[config.mk]
export PLATFORM = sky130hd
export DESIGN_NAME = dbb_rd_credit_buffer
export DESIGN_NICKNAME = d
export VERILOG_FILES = /design/src/rtl/dbb_buf_pkg.sv /design/src/rtl/dbb_r_fifo.sv /design/src/rtl/dbb_rd_credit_buffer.sv
export SDC_FILE = /design/constraint.sdc
export NUM_CORES = 1
export LEC_CHECK = 0
export BUFFER_PORTS_ARGS = -buffer_cell sky130_fd_sc_hd__buf_4
export CAP_MARGIN = 10
export CORE_UTILIZATION = 35
export CTS_CLUSTER_DIAMETER = 50
export CTS_CLUSTER_SIZE = 28
export DETAILED_ROUTE_END_ITERATION = 8
export RECOVER_POWER = 50
export SETUP_SLACK_MARGIN = 0.1
export SYNTH_ARGS = -nofsm -noshare
export SYNTH_HDL_FRONTEND = slang
export SYNTH_SLANG_ARGS = --single-unit
[constraint.sdc]
create_clock -name clk -period 10.2 [get_ports clk]
set_input_delay 2.04 -clock clk [delete_from_list [all_inputs] [get_ports clk]]
set_output_delay 2.04 -clock clk [all_outputs]
set_load 0.1 [all_outputs]
[src/rtl/dbb_buf_pkg.sv]
// Shared types and constants for the DBB read-path credit buffer.
// r_beat_t carries one R beat at the default DBB widths.
package dbb_buf_pkg;

   localparam int unsigned DBB_MAX_BURST = 16;
   localparam int unsigned DBB_ID_W      = 8;
   localparam int unsigned DBB_DATA_W    = 64;

   typedef struct packed {
      logic [DBB_DATA_W-1:0] data;
      logic                  last;
      logic [DBB_ID_W-1:0]   id;
   } r_beat_t;

endpackage

[src/rtl/dbb_r_fifo.sv]
// Synchronous show-ahead FIFO. The head entry is always visible on rdata.
// A push into a full FIFO is accepted only together with a pop.
module dbb_r_fifo
   import dbb_buf_pkg::*;
#(
   parameter type         beat_t = r_beat_t,
   parameter int unsigned DEPTH  = 16,
   localparam int unsigned CW    = $clog2(DEPTH + 1)
) (
   input  logic          clk,
   input  logic          rst,
   input  logic          push,
   input  beat_t         wdata,
   input  logic          pop,
   output beat_t         rdata,
   output logic          full,
   output logic          empty,
   output logic [CW-1:0] count
);

   localparam int unsigned AW = (DEPTH > 1) ? $clog2(DEPTH) : 1;

   logic [AW-1:0] wr_ptr_r;
   logic [AW-1:0] rd_ptr_r;
   logic [CW-1:0] count_r;
   logic [CW-1:0] count_nxt_s;
   logic          do_push_s;
   logic          do_pop_s;
   beat_t         mem_r [DEPTH];

   function automatic logic [AW-1:0] next_ptr(input logic [AW-1:0] ptr);
      return (ptr == AW'(DEPTH - 1)) ? {AW{1'b0}} : ptr + AW'(1);
   endfunction

   assign full      = (count_r == CW'(DEPTH));
   assign empty     = (count_r == {CW{1'b0}});
   assign count     = count_r;
   assign rdata     = mem_r[rd_ptr_r];
   assign do_pop_s  = pop & ~empty;
   assign do_push_s = push & (~full | do_pop_s);

   // occupancy update from the accepted push/pop pair
   always_comb begin
      count_nxt_s = count_r;
      case ({do_push_s, do_pop_s})
         2'b10:   count_nxt_s = count_r + CW'(1);
         2'b01:   count_nxt_s = count_r - CW'(1);
         default: count_nxt_s = count_r;
      endcase
   end

   // pointer and occupancy registers
   always_ff @(posedge clk or posedge rst) begin
      if (rst) begin
         wr_ptr_r <= {AW{1'b0}};
         rd_ptr_r <= {AW{1'b0}};
         count_r  <= {CW{1'b0}};
      end else begin
         if (do_push_s) wr_ptr_r <= next_ptr(wr_ptr_r);
         if (do_pop_s)  rd_ptr_r <= next_ptr(rd_ptr_r);
         count_r <= count_nxt_s;
      end
   end

   // storage; contents need no reset
   always_ff @(posedge clk) begin
      if (do_push_s) mem_r[wr_ptr_r] <= wdata;
   end

endmodule

[src/rtl/dbb_rd_credit_buffer.sv]
// Read-path buffer between NVDLA DBB and axi2mem: AR is forwarded only when every
// beat of the burst has FIFO space reserved, so axi2mem R data is never stalled.
module dbb_rd_credit_buffer
   import dbb_buf_pkg::*;
#(
   parameter int unsigned ID_WIDTH   = 8,
   parameter int unsigned ADDR_WIDTH = 32,
   parameter int unsigned DATA_WIDTH = 64,
   parameter int unsigned LEN_WIDTH  = 4,
   parameter int unsigned DEPTH      = 16
) (
   input  logic                         clk,
   input  logic                         rst,
   input  logic                         s_ar_valid,
   output logic                         s_ar_ready,
   input  logic [ADDR_WIDTH-1:0]        s_ar_addr,
   input  logic [LEN_WIDTH-1:0]         s_ar_len,
   input  logic [ID_WIDTH-1:0]          s_ar_id,
   output logic                         s_r_valid,
   input  logic                         s_r_ready,
   output logic [DATA_WIDTH-1:0]        s_r_data,
   output logic                         s_r_last,
   output logic [ID_WIDTH-1:0]          s_r_id,
   output logic                         m_ar_valid,
   input  logic                         m_ar_ready,
   output logic [ADDR_WIDTH-1:0]        m_ar_addr,
   output logic [LEN_WIDTH-1:0]         m_ar_len,
   output logic [ID_WIDTH-1:0]          m_ar_id,
   input  logic                         m_r_valid,
   output logic                         m_r_ready,
   input  logic [DATA_WIDTH-1:0]        m_r_data,
   input  logic                         m_r_last,
   input  logic [ID_WIDTH-1:0]          m_r_id,
   output logic [$clog2(DEPTH+1)-1:0]   reserved_o,
   output logic                         ovf_err_o
);

   localparam int unsigned CW = $clog2(DEPTH + 1);

   if (DEPTH < (32'd1 << LEN_WIDTH)) begin : g_depth_chk
      $error("dbb_rd_credit_buffer: DEPTH must hold the longest burst");
   end

   typedef struct packed {
      logic [DATA_WIDTH-1:0] data;
      logic                  last;
      logic [ID_WIDTH-1:0]   id;
   } beat_t;

   logic [CW-1:0] reserved_r;
   logic [CW-1:0] reserved_nxt_s;
   logic [CW:0]   need_s;
   logic          fits_s;
   logic          ar_fire_s;
   logic          push_s;
   logic          pop_s;
   logic          full_s;
   logic          empty_s;
   logic [CW-1:0] count_s;
   logic          ovf_r;
   beat_t         wbeat_s;
   beat_t         head_s;

   // one extra bit so reserved + len + 1 cannot wrap
   assign need_s    = {1'b0, reserved_r} + (CW+1)'(s_ar_len) + (CW+1)'(1);
   assign fits_s    = (need_s <= (CW+1)'(DEPTH));
   assign m_ar_valid = s_ar_valid & fits_s;
   assign s_ar_ready = m_ar_ready & fits_s;
   assign m_ar_addr  = s_ar_addr;
   assign m_ar_len   = s_ar_len;
   assign m_ar_id    = s_ar_id;
   assign ar_fire_s  = m_ar_valid & m_ar_ready;

   assign m_r_ready = ~full_s;
   assign push_s    = m_r_valid & m_r_ready;
   assign s_r_valid = ~empty_s;
   assign pop_s     = s_r_valid & s_r_ready;
   assign wbeat_s   = '{data: m_r_data, last: m_r_last, id: m_r_id};
   assign s_r_data  = head_s.data;
   assign s_r_last  = head_s.last;
   assign s_r_id    = head_s.id;

   assign reserved_o = reserved_r;
   assign ovf_err_o  = ovf_r;

   // credit arithmetic: add a whole burst on AR fire, release one beat per pop
   always_comb begin
      reserved_nxt_s = reserved_r;
      if (ar_fire_s) begin
         reserved_nxt_s = reserved_nxt_s + CW'(s_ar_len) + CW'(1);
      end else begin
         reserved_nxt_s = reserved_nxt_s;
      end
      if (pop_s) begin
         reserved_nxt_s = reserved_nxt_s - CW'(1);
      end else begin
         reserved_nxt_s = reserved_nxt_s;
      end
   end

   // credit counter and sticky overflow detector
   always_ff @(posedge clk or posedge rst) begin
      if (rst) begin
         reserved_r <= {CW{1'b0}};
         ovf_r      <= 1'b0;
      end else begin
         reserved_r <= reserved_nxt_s;
         ovf_r      <= ovf_r | (m_r_valid & (count_s == CW'(DEPTH)));
      end
   end

   dbb_r_fifo #(
      .beat_t (beat_t),
      .DEPTH  (DEPTH)
   ) u_fifo (
      .clk   (clk),
      .rst   (rst),
      .push  (push_s),
      .wdata (wbeat_s),
      .pop   (pop_s),
      .rdata (head_s),
      .full  (full_s),
      .empty (empty_s),
      .count (count_s)
   );

endmodule
Yosys cells after proc, flatten, opt, wreduce, memory -nomap -nowiden
Memories as Yosys holds them, arrays and structs flattened.
Cells that the tools add are included.
{ "op_classes": {"bitwise_logic": 12, "eq_ne": 5, "add_sub_neg": 9, "n_mux": 7, "reduce_logical": 2, "order_cmp": 1} }
{ "op_table": {"columns": ["cell", "n"], "rows": [
  ["adder 5 x 1 -> 5 bit, second input constant", 2],
  ["2-to-1 mux 5 bit", 2],
  ["case mux 5 bit (2 select lines)", 1],
  ["subtractor 5 x 1 -> 5 bit, second input constant", 2],
  ["adder 4 x 1 -> 4 bit, second input constant", 2],
  ["bitwise AND 1 bit", 8],
  ["== test 4 bit, second input constant", 2],
  ["2-to-1 mux 4 bit", 2],
  ["adder 5 x 4 -> 6 bit", 1],
  ["adder 6 x 1 -> 6 bit, second input constant", 1],
  ["less-or-equal comparator 6 x 5 -> 1 bit, second input constant", 1],
  ["adder 5 x 4 -> 5 bit", 1],
  ["== test 5 bit, second input constant", 1],
  ["zero test 5 bit", 1],
  ["== test 2 x 1 -> 1 bit, second input constant", 1],
  ["== test 2 bit, second input constant", 1],
  ["2-to-1 mux 1 bit", 2],
  ["NOT 1 bit", 2],
  ["OR 1 bit", 2],
  ["nonzero test 2 bit", 1]
]} }
{ "word_totals": {"wordCells": 42, "ram_bits": 1168, "output_inout_bits": 127, "memories": 1, "regBits": 19, "inputBits": 123} }
{ "mem_list": {"columns": ["name", "depth", "word_bits", "read_ports", "rd_ports_with_merged_regs", "wr", "line_no", "text"], "rows": [
  ["u_fifo.mem_r", 16, 73, 1, 0, 1, "dbb_r_fifo.sv:29", "beat_t mem_r [DEPTH];"]
]} }

Longest topological paths before layout
Gate-level depths: netlist of run 1.
{ "logic_depth": {"depth_word": 8, "depth_mapped": 15} }

By module
Synthesis of run 1 repeated with hierarchy kept, for this count alone.
{ "hier_totals": {"hier_cells": 2335, "hier_area_um2": 46321.9} }
{ "by_module_without_submodules": {"columns": ["module", "cells_per_inst", "instances", "seq_area_each_um2", "area_each_um2"], "rows": [
  ["dbb_r_fifo", 2211, 1, 35399.0, 45309.7],
  ["dbb_rd_credit_buffer", 124, 1, 150.1, 1012.2]
]} }

Worst setup path after synthesis of run 1
Ideal clock, no wire load.
{ "synth_path": {"path_type": "input port to flip-flop", "from": "in m_r_valid", "to": "mem u_fifo.mem_r[3][0] (netlist bit), enable pin", "t_arrival_ns": 7.511, "stages": 4, "required_ns": 9.606, "setup_slack_ns": 2.095, "setup_time_ns": 0.594, "path_cell_list": "and2_1 > clkbuf_1 > nand2_1 > nor3_1"} }
{ "synth_via": {"elab_chain_len": 4} }
{ "synth_lines": {"columns": ["item", "line_no", "text"], "rows": [
  ["start: declaration", "dbb_rd_credit_buffer.sv:29", "input logic m_r_valid,"],
  ["bitwise AND 1 bit", "dbb_rd_credit_buffer.sv:75", "assign push_s = m_r_valid & m_r_ready;"],
  ["bitwise AND 1 bit", "dbb_r_fifo.sv:40", "assign do_push_s = push & (~full | do_pop_s);"],
  ["2-to-1 mux 1 bit", "dbb_r_fifo.sv:67", "if (do_push_s) mem_r[wr_ptr_r] <= wdata;"],
  ["2-to-1 mux 1 bit (implied by the code)", "dbb_r_fifo.sv:67", null],
  ["end: declaration", "dbb_r_fifo.sv:29", null]
]} }
No other way between the ends.

Worst setup path in the final report of run 1
{ "layout_path": {"from": "reg u_fifo.rd_ptr_r[0]", "to": "out s_r_data[46]"} }
{ "layout_via": {"elab_chain_len": 1} }
{ "layout_lines": {"columns": ["item", "line_no", "text"], "rows": [
  ["start: declaration", "dbb_r_fifo.sv:24", "logic [AW-1:0] rd_ptr_r;"],
  ["start signal: assignment", "dbb_r_fifo.sv:56", "rd_ptr_r <= {AW{1'b0}};"],
  ["start signal: assignment", "dbb_r_fifo.sv:60", "if (do_pop_s) rd_ptr_r <= next_ptr(rd_ptr_r);"],
  ["memory (16 x 73 bit)", null, null],
  ["end: declaration", "dbb_rd_credit_buffer.sv:21", "output logic [DATA_WIDTH-1:0] s_r_data,"]
]} }
No other way between the ends.

==> out/results.tsv, run 1 <==
metric	value	unit
grtUsageMet1	0.200	
via_per_inst	5.14	
dieArea	133000	um2
clock.fmax	162	MHz
grt_usage	0.157	
port_buffers	169	
synth_cells	2070	
drv_slew	63	
synth-main-ff-cell	edfxtp_1	
wl_per_cell	25.5	um
ys_seq_elements	1187	
drcViolationCount	0	
timing_worst_setup_path_type	flop to output port	
synth_commonest_cells	1,168 x edfxtp_1, 292 x mux4_2, 79 x a21oi_1	
cts_setup_buffers	0	
syn2layout_area_growth	15.0	%
finalHoldViolations	0	
syn_area_per_cell	22.2	um2
path_clk_slew	70	ps
initial_core_util	0.354	
synth.yosys.seq_area_share	0.773	
tritoncts	done	
finClkSkew	21.3	ps
hold_ws	496	ps
post-route-min-period	6180	ps
status	finished with violations	
antenna_found_initial	18	
grt_pass1_vias	22400	
die_h	364	um
ios	250	
cts_sinks	1187	
hp-class	flop to flop	
crit_arrival	4140	ps
rows	132	
dpl.cell_count	3867	
antenna_left	0	
max_cap_violations	3	
synth_largest_area_cell	edfxtp_1	
via_count	21000	
syn_area	46000	um2
grt_use_met2	0.272	
drive_gt1_frac	0.280	
gp_congestion	0.739	
syn-num-nets	2209	
yosysUniqueCellTypes	44	
grt_first_pass_wirelength	151	mm
critPathLaunchType	flop	
dp_hpwl	52.8	mm
grt_overflow_total	0	
critPathCaptureType	output port	
setup_violations	0	
yosysMostFrequentCell	edfxtp_1	
max-slew-margin-rel	-0.745	
power-per-cell-area	319	nW/um2
peakVddDrop	350	uV
finalNetCount	2378	
num-fill-cells	11400	
async_flop_share	0.0160	
synth_warnings	0	
clockBufferDepth	3	
final_cells	4081	
cts-resized-gates	0	
hold_buffers	0	
critPathMaxFanout	113	
violations	capacitance limit, slew limit	
insertion_delay	700	ps
synth.area.top_cells	edfxtp_1 76%, mux4_2 14%, mux2i_1 1.7%, a211oi_1 1.2%, dfrtp_1 1.0%	
htree_levels	3	
crit_required	8160	ps
dieWidth	364	um
worst_pin_slew	2620	ps
cts-buffers-inserted	112	
grt_max_degree	169	
dr.pass1.iters	5	
finalCritPeriodShare	0.606	
routed_wl	104	mm
busiest_layer	met2	
grtUsageMet3	0.0301	
first_iter_violations	1642	
finish.instance_area	52900	um2
synth_top_area_frac	0.763	
grt_setup_unrepaired	no	
core	130000	um2
fin_tns_setup	0	ps
leakage	16.6	nW
place_area	49100	um2
synth_edf_count	1168	
root_buffer	clkbuf_16	
routing by layer:
metal  vias to the layer above  share of wire
li1                       9012              -
met4                        20          0.026
met2                       501           0.51
met5                         -         0.0012
met3                       217          0.051
met1                     11200           0.41
per-stage QoR:
step | utilization | power [W] | setup slack, ps
floorplan | - | 0.0111 | 2090
global placement | 0.378 | 0.0126 | 4120
detailed placement | 0.378 | 0.0127 | 4110
CTS | 0.409 | 0.0172 | 3770
global route | 0.407 | 0.0176 | 3690
finish | 0.407 | 0.0169 | 4020
cell families (layout without fill, tap and decap cells):
group / count (synthesis) / count (layout) / share of synthesized area
DFF: 1187 / 1187 / 0.773
muxes: 371 / 371 / 0.160
AOI/OAI and AO/OA: 179 / 179 / 0.0246
buffers and inverters: 171 / 438 / 0.0188
and+or+nand+nor: 134 / 134 / 0.0161
adders and majority gates: 16 / 16 / 0.00452
xor gates and xnor gates: 12 / 12 / 0.00245
other: 0 / 2 / 0
sequential cells by signal (all words and copies together), names as in the netlist:
| signal | count |
|---|---|
| ovf_err_o | 1 |
| reserved_o | 5 |
| u_fifo.count | 5 |
| u_fifo.mem_r | 1168 |
| u_fifo.rd_ptr_r | 4 |
| u_fifo.wr_ptr_r | 4 |
path summary, 6_finish.rpt:
kind                                                 from                        endpoint  slack [ps]  cells after the start
setup / recovery           u_fifo.rd_ptr_r[0]$_DFFE_PP0P_                    s_r_data[46]        4020                      6
hold / removal                        ovf_err_o$_DFF_PP0_             ovf_err_o$_DFF_PP0_         500                      1
setup reg to reg              u_fifo.count[0]$_DFFE_PP0P_   u_fifo.mem_r[7][57]$_DFFE_PP_        5400                      7
hold reg to reg                       ovf_err_o$_DFF_PP0_             ovf_err_o$_DFF_PP0_         500                      1
max in group asynchronous                             rst  u_fifo.rd_ptr_r[3]$_DFFE_PP0P_        8150                      2
min in group asynchronous                             rst     u_fifo.count[4]$_DFFE_PP0P_        1490                      2
cell usage in the layout, fill, tap and decap left out, types with 3 or more instances in the layout:
master,instances
clkinvlp_4,7
dfrtp_1,15
nor3_2,4
nor2_1,8
xor2_1,3
clkbuf_4,3
ha_1,15
edfxtp_1,1168
inv_8,24
a211oi_1,74
xnor2_1,8
clkbuf_16,113
nor2b_1,75
o21ai_0,10
clkinv_4,6
nand2b_1,4
a21o_1,5
clkbuf_1,75
clkinv_2,6
inv_6,20
bufinv_16,12
dfrtp_4,4
clkinv_8,12
mux2i_1,78
buf_4,131
clkinv_1,7
nor2_4,8
nand2_1,22
mux4_2,292
buf_12,4
inv_1,14
a21oi_1,79
area by class of cell:
cell class | count | area (um2) | area share
antenna | 2 | 5.00 | 0.0000947
clock inverter | 97 | 1210 | 0.0230
clock buffer | 115 | 2850 | 0.0538
multi-input combinational | 712 | 9640 | 0.182
tap | 1742 | 2180 | 0.0412
sequential | 1187 | 35600 | 0.673
timing repair buffer | 212 | 1360 | 0.0258
inverter | 14 | 52.6 | 0.000994
power by group:
group          switching, W  internal, W
clock               0.00203      0.00245
sequential         0.000281      0.00585
combinational       0.00430      0.00197
total               0.00661       0.0103
worst max-delay path: stages, from the launching register on:
cell      delay (ps)
dfrtp_4          990
buf_12           790
mux4_2           590
nor2b_1          140
a211oi_1         380
a21oi_1          120
buf_4            300
Power figures use the tool's default switching activity.
==> run 2: changes to the inputs <==
clock period = 5.1 ns   (was 10.2 ns; I/O delays follow)
==> out/results.tsv, run 2 (same netlist as run 1, synthesis figures left out) <==
metric	value	unit	change
leakage	16.6	nW	+0.25%
grt_overflow_total	0		unchanged
wl_met3	4.57	mm	-13%
dr.pass1.iters	5		unchanged
grt_first_pass_wirelength	151	mm	about the same
finalNetCount	2402		+1.0%
gp_congestion	0.755		+2.2%
timing_worst_setup_path_type	flop to output port		
power-per-cell-area	634	nW/um2	+99%
dieArea	133000	um2	unchanged
reg2reg_to	u_fifo.mem_r[14][57]$_DFFE_PP_		
hp-class	flop to flop		
min_from	ovf_err_o$_DFF_PP0_		
wl_per_cell	25.4	um	-0.33%
max-slew-margin-rel	-0.497		+0.248
rows	132		unchanged
die_h	364	um	unchanged
max_cap_violations	2		-1
root_buffer	clkbuf_16		
cts_setup_buffers	0		unchanged
largest_register_ffs	1168		unchanged
r2r_slack	1030	ps	-4370 ps
finalHoldViolations	0		unchanged
violations	capacitance limit, slew limit		
fin_ws	578	ps	-3440 ps
drcViolationCount	0		unchanged
route.met2.wl	53.4	mm	+0.75%
crit_required	4080	ps	-4080 ps
hold_buffers	0		unchanged
cts_sinks	1187		unchanged
antenna_left	0		unchanged
dieWidth	364	um	unchanged
drive_gt1_frac	0.284		+0.00326
worst_pin_slew	2250	ps	-372 ps
tritoncts	done		
final_common_cell	edfxtp_1		
drv_slew	64		+1.6%
ios	250		unchanged
cts-resized-gates	0		unchanged
grt_pass1_vias	22300		-0.56%
clock.fmax	221	MHz	
post-route-min-period	4520	ps	
insertion_delay	700	ps	about the same
initial_core_util	0.354		unchanged
routed.top_layer	met5		
path_clk_slew	70	ps	about the same
first_iter_violations	1714		+4.4%
wl_met1	43.9	mm	+2.5%
reg2reg_depth	6		-1
critPathLaunchType	flop		
core	130000	um2	unchanged
cts-buffers-inserted	106		-5.4%
worstHoldPathCells	1		unchanged
syn2layout_area_growth	15.5	%	
grt_usage	0.157		about the same
regMostFlops	u_fifo.mem_r		
dp_hpwl	54.9	mm	+4.0%
min_to	ovf_err_o$_DFF_PP0_		
final_util	0.408		+0.00161
port_buffers	169		unchanged
via_count	21200		+0.91%
htree_levels	3		unchanged
preCtsSetupSlack	865	ps	-3250 ps
reg2reg_from	u_fifo.count[0]$_DFFE_PP0P_		
total_power	0.0337	W	+99%
routed_wl	104	mm	+0.11%
final_cells	4099		+0.44%
antenna_found_initial	11		-7
grt_max_degree	69		-59%
via_per_inst	5.17		+0.47%
place_area	49600	um2	+0.99%
dpl.cell_count	3897		+0.78%
peakVddDrop	672	uV	+92%
critPathMaxFanout	28		-75%
crit_arrival	3500	ps	-640 ps
critPathCaptureType	output port		
final_cell_mix	1,168 x edfxtp_1, 292 x mux4_2, 135 x buf_4		
clockBufferDepth	3		unchanged
setup_violations	0		unchanged
grt_setup_unrepaired	no		
status	finished with violations		
finish.instance_area	53100	um2	+0.40%
finalCritPeriodShare	0.887		
finClkSkew	39.1	ps	+17.8 ps
[run 2: cell types whose count changed in the layout (fill, tap and decap cells not counted), sizes merged]
| cell | before | now |
|---|---|---|
| buf | 135 | 157 |
| bufinv | 12 | 9 |
| clkbuf | 192 | 195 |
| clkinv | 31 | 32 |
| clkinvlp | 7 | 10 |
| diode | 2 | 1 |
| inv | 61 | 54 |
[run 2: power breakdown]
| group | leakage (nW) | switching [W] | internal (W) |
|---|---|---|---|
| Combinational | 4.01 | 0.00870 | 0.00416 |
| Sequential | 10.8 | 0.000594 | 0.0117 |
| Clock | 1.83 | 0.00399 | 0.00454 |
[run 2: worst max-delay path by stage]
stage / endpoint / slack (ps) / from
2_1_floorplan: u_fifo.mem_r[15][0]$_DFFE_PP_ / -250 / u_fifo.count[0]$_DFFE_PP0P_
3_3_place_gp: reserved_o[4]$_DFF_PP0_ / 940 / s_ar_len[1]
3_5_place_dp: reserved_o[4]$_DFF_PP0_ / 860 / s_ar_len[1]
4_1_cts: s_r_id[4] / 410 / u_fifo.rd_ptr_r[0]$_DFFE_PP0P_
5_1_grt: s_r_id[4] / 330 / u_fifo.rd_ptr_r[0]$_DFFE_PP0P_
6_report: s_r_data[31] / 580 / u_fifo.rd_ptr_r[0]$_DFFE_PP0P_
[run 2: cell type report]
class                   count  area, um2
flip-flops and latches   1187      35600
well taps                1742       2180
repair buffers            242       1780
clock buffers             110       2690
inverters                  14       52.6
multi-input cells         712       9690
clock inverters            91       1120
fillers                 11300      76900
diodes                      1       2.50
[run 2: routing by layer]
| metal | GRT usage | up-vias |
|---|---|---|
| li1 | - | 9060 |
| met1 | 0.205 | 11500 |
| met2 | 0.273 | 479 |
| met3 | 0.0243 | 175 |
| met4 | 0.0384 | 10 |
| met5 | 0 | - |
[run 2: worst max-delay path, stage by stage, from the launching register on]
cell and delay (ps):
dfrtp_4 850, buf_12 260, buf_4 300, mux4_2 520
nor2b_1 140, a211oi_1 340, a21oi_1 110, buf_4 250
[run 2: stage by stage]
step                      TNS, ps  hold WS, ps
after floorplan           -191430          482
after global placement          0          474
after detailed placement        0          477
after CTS                       0          481
after global routing            0          506
final                           0          482
